**src/rtl/sram_arbiter_pkg.sv**
```systemverilog
// Shared encodings for the SRAM arbiter: FSM states, grant owner and default bus widths.
package sram_arbiter_pkg;

  localparam int SRAM_ADDR_W = 32;
  localparam int SRAM_DATA_W = 32;

  typedef enum logic [1:0] {
    ST_IDLE = 2'd0,
    ST_ADDR = 2'd1,
    ST_RESP = 2'd2
  } state_t;

  typedef enum logic {
    GNT_INST = 1'b0,
    GNT_DATA = 1'b1
  } grant_t;

endpackage

```
**src/rtl/sram_arbiter.sv**
```systemverilog
// Two-master (fetch / load-store) arbiter onto one SRAM-like bus, one transaction in flight.
// Optional ARB_ROUND_ROBIN_EN: simultaneous requests alternate instead of DATA always winning.
module sram_arbiter
  import sram_arbiter_pkg::*;
#(
  parameter int ADDR_W = SRAM_ADDR_W,
  parameter int DATA_W = SRAM_DATA_W
) (
  input  logic                clk,
  input  logic                reset,
  input  logic                inst_req,
  input  logic [ADDR_W-1:0]   inst_addr,
  output logic                inst_addr_ok,
  output logic                inst_data_ok,
  output logic [DATA_W-1:0]   inst_rdata,
  input  logic                data_req,
  input  logic                data_wr,
  input  logic [DATA_W/8-1:0] data_wstrb,
  input  logic [ADDR_W-1:0]   data_addr,
  input  logic [DATA_W-1:0]   data_wdata,
  output logic                data_addr_ok,
  output logic                data_data_ok,
  output logic [DATA_W-1:0]   data_rdata,
  output logic                mem_req,
  output logic                mem_wr,
  output logic [DATA_W/8-1:0] mem_wstrb,
  output logic [ADDR_W-1:0]   mem_addr,
  output logic [DATA_W-1:0]   mem_wdata,
  input  logic                mem_addr_ok,
  input  logic                mem_data_ok,
  input  logic [DATA_W-1:0]   mem_rdata,
  output state_t              fsm_state,
  output grant_t              fsm_grant
);

  // Handshake: a requester holds req (and fields) until its addr_ok pulse; the
  // memory accepts with mem_addr_ok while mem_req=1 and later completes with one
  // mem_data_ok pulse, which is forwarded as the granted requester's data_ok.

  state_t state;
  grant_t grant;
  grant_t next_grant;
  logic   in_addr;
  logic   in_resp;
  logic   is_data;

`ifdef ARB_ROUND_ROBIN_EN
  grant_t last_grant;

  always_comb begin
    next_grant = data_req ? GNT_DATA : GNT_INST;
    if (inst_req && data_req)
      next_grant = (last_grant == GNT_INST) ? GNT_DATA : GNT_INST;
  end
`else
  always_comb begin
    next_grant = data_req ? GNT_DATA : GNT_INST;
  end
`endif

  always_ff @(posedge clk) begin
    if (reset) begin
      state <= ST_IDLE;
      grant <= GNT_INST;
`ifdef ARB_ROUND_ROBIN_EN
      last_grant <= GNT_DATA;
`endif
    end else begin
      case (state)
        ST_IDLE: begin
          if (inst_req || data_req) begin
            grant <= next_grant;
            state <= ST_ADDR;
`ifdef ARB_ROUND_ROBIN_EN
            last_grant <= next_grant;
`endif
          end
        end
        ST_ADDR: if (mem_addr_ok) state <= ST_RESP;
        ST_RESP: if (mem_data_ok) state <= ST_IDLE;
        default: state <= ST_IDLE;
      endcase
    end
  end

  // Gating with reset keeps every pulse low during the reset cycle itself.
  assign in_addr = (state == ST_ADDR) && !reset;
  assign in_resp = (state == ST_RESP) && !reset;
  assign is_data = (grant == GNT_DATA);

  assign mem_req   = in_addr;
  assign mem_wr    = in_addr && is_data && data_wr;
  assign mem_wstrb = (in_addr && is_data) ? data_wstrb : '0;
  assign mem_wdata = (in_addr && is_data) ? data_wdata : '0;
  assign mem_addr  = !in_addr ? '0 : (is_data ? data_addr : inst_addr);

  assign inst_addr_ok = in_addr && mem_addr_ok && !is_data;
  assign data_addr_ok = in_addr && mem_addr_ok && is_data;
  assign inst_data_ok = in_resp && mem_data_ok && !is_data;
  assign data_data_ok = in_resp && mem_data_ok && is_data;

  assign inst_rdata = mem_rdata;
  assign data_rdata = mem_rdata;

  assign fsm_state = state;
  assign fsm_grant = grant;

endmodule
```
**config.mk**
```make
export PLATFORM = sky130hd
export DESIGN_NAME = sram_arbiter
export DESIGN_NICKNAME = d
export VERILOG_FILES = /design/src/rtl/sram_arbiter_pkg.sv /design/src/rtl/sram_arbiter.sv
export SDC_FILE = /design/constraint.sdc
export NUM_CORES = 1
export LEC_CHECK = 0
export ABC_AREA = 1
export BUFFER_PORTS_ARGS = -buffer_cell sky130_fd_sc_hd__buf_2
export CELL_PAD_IN_SITES_DETAIL_PLACEMENT = 0
export CELL_PAD_IN_SITES_GLOBAL_PLACEMENT = 2
export CORE_ASPECT_RATIO = 0.9
export CORE_UTILIZATION = 10
export DETAILED_ROUTE_END_ITERATION = 10
export HOLD_SLACK_MARGIN = 0.03
export PLACE_DENSITY = 0.95
export SYNTH_ARGS = -nofsm -noshare
export SYNTH_HDL_FRONTEND = slang
export SYNTH_SLANG_ARGS = --single-unit
export TNS_END_PERCENT = 1
```
**constraint.sdc**
```tcl
create_clock -name clk -period 1.9 [get_ports clk]
set_input_delay 0.285 -clock clk [delete_from_list [all_inputs] [get_ports clk]]
set_output_delay 0.285 -clock clk [all_outputs]
set_load 0.005 [all_outputs]
```
**Word-level counts from Yosys, hierarchy flattened**

Index checks and enable logic that the tools add are counted.

- Input bits: 139
- Bits in read-only memories: 0
- Output and inout bits: 141
- Memories: 0
- Bits in latches: 0
- Logic and storage cells: 32
- Flip-flop bits (word level): 3
- RAM bits: 0

- Div/mod/pow operators: 0
- Reduce and logical (&&, ||, !) cells: 16
- Magnitude comparators: 0
- Shift-type cells: 0
- $add $sub $neg: 0
- Multiplexer cells: 9
- Multipliers: 0
- Bitwise operators: 0
- Eq/ne operators: 5

Operators by type and width:

| cell | count |
|---|---|
| 32-bit 2-to-1 mux | 3 |
| 1-bit logical AND | 10 |
| 2-bit 2-to-1 mux | 3 |
| 2-bit inequality test (second input constant) | 3 |
| 2-bit case mux with 3 select lines | 1 |
| 4-bit 2-to-1 mux | 1 |
| 3-bit AND reduction | 1 |
| 2-bit by 1-bit equality test with 1-bit output (second input constant) | 1 |
| 2-bit equality test (second input constant) | 1 |
| 1-bit zero test | 2 |
| 2-bit zero test | 1 |
| 2-bit AND reduction | 1 |
| 1-bit logical OR | 1 |
| 1-bit 2-to-1 mux | 1 |

**Depth between registers and ports, before layout**

- Depth after elaboration: 4
- Gate-level depth with buffers: 7
- Depth with buffers taken out: 5

**Worst setup path before layout**

No wires, ideal clock.

- Path kind: reg-to-output
- Start: register state[0], in the netlist fsm_state[0]
- End: output mem_wdata[21]
- Cell stages (with the launch flop): 7
- Arrival: 1.054 ns
- Buffers on the path: 2
- Slack: 0.561 ns
- Cell sequence: dfxtp_1 > nand3_2 > inv_2 > nand2_2 > buf_6 > buf_8 > nor2_4

- Cells in the longest elaborated chain, start to end: 4

Ends and longest elaborated chain:

| item | line | text |
|---|---|---|
| start: declaration | sram_arbiter.sv:40 | `state_t state;` |
| start signal: assignment | sram_arbiter.sv:63 | `state <= ST_IDLE;` |
| start signal: assignment | sram_arbiter.sv:73 | `state <= ST_ADDR;` |
| start signal: assignment | sram_arbiter.sv:79 | `ST_ADDR: if (mem_addr_ok) state <= ST_RESP;` |
| 2-bit by 1-bit equality test with 1-bit output | sram_arbiter.sv:87 | `assign in_addr = (state == ST_ADDR) && !reset;` |
| 1-bit logical AND | sram_arbiter.sv:87 |  |
| named net mem_req | sram_arbiter.sv:24 | `output logic mem_req,` |
| 1-bit logical AND | sram_arbiter.sv:94 | `assign mem_wdata = (in_addr && is_data) ? data_wdata : '0;` |
| 32-bit 2-to-1 mux | sram_arbiter.sv:94 |  |
| end: declaration | sram_arbiter.sv:28 | `output logic [DATA_W-1:0] mem_wdata,` |

The timed path passes the listed nets, and every way through them passes these cells.

**Final worst setup path**

- Start: register state[0], in the netlist fsm_state[0]
- End: output mem_wdata[20]

- Cells in the longest elaborated chain, start to end: 4

Ends and longest elaborated chain:

| item | line |
|---|---|
| 2-bit by 1-bit equality test with 1-bit output | sram_arbiter.sv:87 |
| 1-bit logical AND | sram_arbiter.sv:87 |
| 1-bit logical AND | sram_arbiter.sv:94 |
| 32-bit 2-to-1 mux | sram_arbiter.sv:94 |

No other way between the ends.

==> run summary <==
The run finished with clean final reports. Clock skew on the completed layout was measured at 0.000877 ns. Buffers inserted to repair hold after CTS numbered 0. The total number of vias came out at 1919.

The worst min-delay path class is in -> reg. The leakage power is 1.48 nW. The number of clock sinks came out at 3. The die span in x came out at 132 µm. The share of the Yosys chip area taken by registers is 0.0395.

Setup repair after global routing left no endpoint under its margin. CTS built an H-tree with a depth of 1. The worst hold path begins at reset.

The quantity of gates resized following cts is 0. The per-instance average area after synthesis is 5.50 µm². The maximum clock frequency is 582 MHz.

In the layout the commonest cells are buf_2, nand2_1, inv_1. The summed negative setup slack over all endpoints came out at 0 ns. The via count of the first global-routing pass was 1732. Across the run, the number of max-cap violations was 0. The detailed-router iteration count before antenna repair is 4.

The signal on the critical path passes through nand3_4 > inv_2 > nand2_2 > buf_12 > nor2_2 > buf_2. Counting along the longest clock path gives a buffer depth of 2. At the worst endpoint, the required time is 1.62 ns. The most critical setup path has its startpoint at fsm_state[0].

The latest clock arrival within the worst-skew pair is 0.22 ns. The final hold violation count is 0. The global-route wire length before repair is 7990 µm. The number of nets handed over by synthesis was 415. The floorplan has 42 rows. In the final layout, the share of cells above drive strength 1 is 0.552. The worst hold-check slack came out at 0.259 ns. The die outline area came out at 0.0157 mm².

The number of library cell types mapped by synthesis came out at 20. Buffers added to address setup during post-CTS repair amount to 0. The share of the cycle needed by the critical path after routing is 0.905. The utilization of the core after routing is 0.156. Measured against its own limit, the worst slew margin works out to 0.825.

The antenna diode instance count is 0. The pin count of the biggest net entering global routing came out at 39. The count of antenna-violating nets left after detailed routing came out at 0. The total of warnings raised by yosys is 0. The tree is rooted in a clkbuf_16. For this design the ratio of total power to cell area is 338 mW/mm². The total of endpoints with negative setup slack in the final report came out at 0. The total I/O pin count is 280. The worst path in the final design needs a cycle of 1.72 ns, including I/O delays and setup.

The register-to-register setup slack is 0.86 ns. In this run the critical register-to-register path is launched from fsm_state[0]. The slowest stage of the critical path belongs to the cell dfxtp_1. The number of buffer cells added on primary ports is 183.

STA classifies the critical path endpoint as an output pin. For this configuration, the core starts out at a cell density of 0.103. In the final routed layout, each cell accounts on average for 8.97 µm. Using the TritonRoute via totals, the vias-per-cell ratio works out to 3.26.

The total global-route track usage is 0.0637. TritonCTS built the clock tree. The number of antenna violations at the first check in global routing came to 0. The max-slew violation count came to 0. The synthesized netlist occupies a cell area of 0.00152 mm². The final wirelength came out at 5290 µm. The largest vdd supply drop came out at 0.157 mV. STA puts the critical path data arrival time at 1.43 ns. Summed over all layers, the global routing overflow is 0. The critical path contains buffers and inverters numbering 3 combined. Counting every instance in the synthesized netlist gives 276. In this run the critical register-to-register path is captured at fsm_state[1]. The most common cell after layout, fill and taps aside is buf_2.

The congestion estimate from routability-driven global placement came to 0.700. On the worst path, the slowest cell contributes a delay of 0.43 ns. The signed area change from the synthesized netlist to the final layout came out at 51.2%. The post-synthesis sequential element count came out at 3. In this run, the number of DRC markers left after iteration 0 of detailed routing was 56.

The worst reg2reg path depth came out at 3. The cell family contributing the most delay on the critical path is flip-flops. The critical setup path kind is reg -> out. The worst setup path endpoint is mem_wdata[20]. The core area came out at 0.0148 mm². The count of nets after finishing came out at 531.

The element type at the critical path start is a flop. Counting the buffers created by CTS gives 3. Counting buffers and inverters, the worst setup path is 6 cells deep. For the pin with the worst max-slew slack, the measured transition is 0.262 ns.

From bottom edge to top edge, the die measures 119 µm. For this run, design rule violations remaining after detail routing come to 0. The total half-perimeter wirelength after legalization and detailed placement is 4510 µm. Clock-pin slew was measured on the worst setup and hold paths at 0.03 ns. Of all nets on the critical path, the largest fanout is 38.
through the flow:
| step | setup slack [ns] | cell area (µm²) | std cells | power, mW |
|---|---|---|---|---|
| after floorplan | 0.561 | 1520 | 276 | 0.349 |
| after global placement | 0.260 | 2210 | 585 | 0.452 |
| after detailed placement | 0.246 | 2210 | 585 | 0.450 |
| after CTS | 0.0537 | 2290 | 589 | 0.790 |
| after global routing | 0.0650 | 2300 | 589 | 0.838 |
| final | 0.181 | 2300 | 589 | 0.777 |
registers in the layout, indices dropped and copies added (netlist names):
name and flops:
fsm_state 2, fsm_grant 1
synth_stat cells:
library cell | count | share of area
a21oi_1 | 34 | 0.11
nor2_1 | 22 | 0.054
nor3_1 | 1 | 0.0033
dfxtp_1 | 3 | 0.040
o21ai_0 | 1 | 0.0033
buf_1 | 1 | 0.0025
buf_6 | 2 | 0.015
nand2_1 | 68 | 0.17
inv_2 | 2 | 0.0049
nor2_4 | 10 | 0.074
nand3_1 | 2 | 0.0066
clkbuf_1 | 4 | 0.0099
buf_8 | 1 | 0.0099
buf_4 | 64 | 0.32
nand3_2 | 1 | 0.0066
nand3b_1 | 1 | 0.0049
buf_2 | 6 | 0.020
nor2_2 | 10 | 0.041
nand2_2 | 1 | 0.0041
inv_1 | 42 | 0.10
worst reg2reg max path: stages, from the launching register on:
cell	delay, ns
dfxtp_1	0.43
nand3_4	0.17
buf_12	0.20
o21ai_0	0.15
report_power, final:
part / switching [mW] / total, mW / internal [mW] / leakage (nW)
sequential: 0.00878 / 0.0778 / 0.0690 / 0.0248
clock: 0.0552 / 0.332 / 0.277 / 0.0382
combinational: 0.188 / 0.367 / 0.179 / 1.41
kinds of logic after synthesis:
| kind of cell | count (synthesis) | share of synthesized area |
|---|---|---|
| flops | 3 | 0.0395 |
| simple gates | 116 | 0.363 |
| compound gates | 35 | 0.115 |
| buf+inv | 122 | 0.482 |
area by class of cell:
type	count	area, µm²
well taps	198	248
multi-input cells	151	734
fillers	1714	12500
clock buffers	4	78.8
flip-flops and latches	3	60.1
inverters	44	165
repair buffers	189	1010
per-layer routing:
layer | GRT usage | part of all wire | routed length (µm)
met5 | 0 | 0 | 0
met4 | 0.0203 | 0.013 | 69
met3 | 0.0311 | 0.14 | 766
met2 | 0.114 | 0.46 | 2450
met1 | 0.0649 | 0.38 | 2000
worst min-delay path by stage:
stage / depth (start not counted) / endpoint / slack [ns]
after floorplan: 1 / fsm_grant / 0.35
after global placement: 2 / fsm_grant / 0.49
after detailed placement: 2 / fsm_state[0] / 0.49
after CTS: 2 / fsm_state[0] / 0.26
after global routing: 2 / fsm_grant / 0.27
final: 2 / fsm_state[0] / 0.26
No activity file was read; power rests on OpenSTA's default activity.
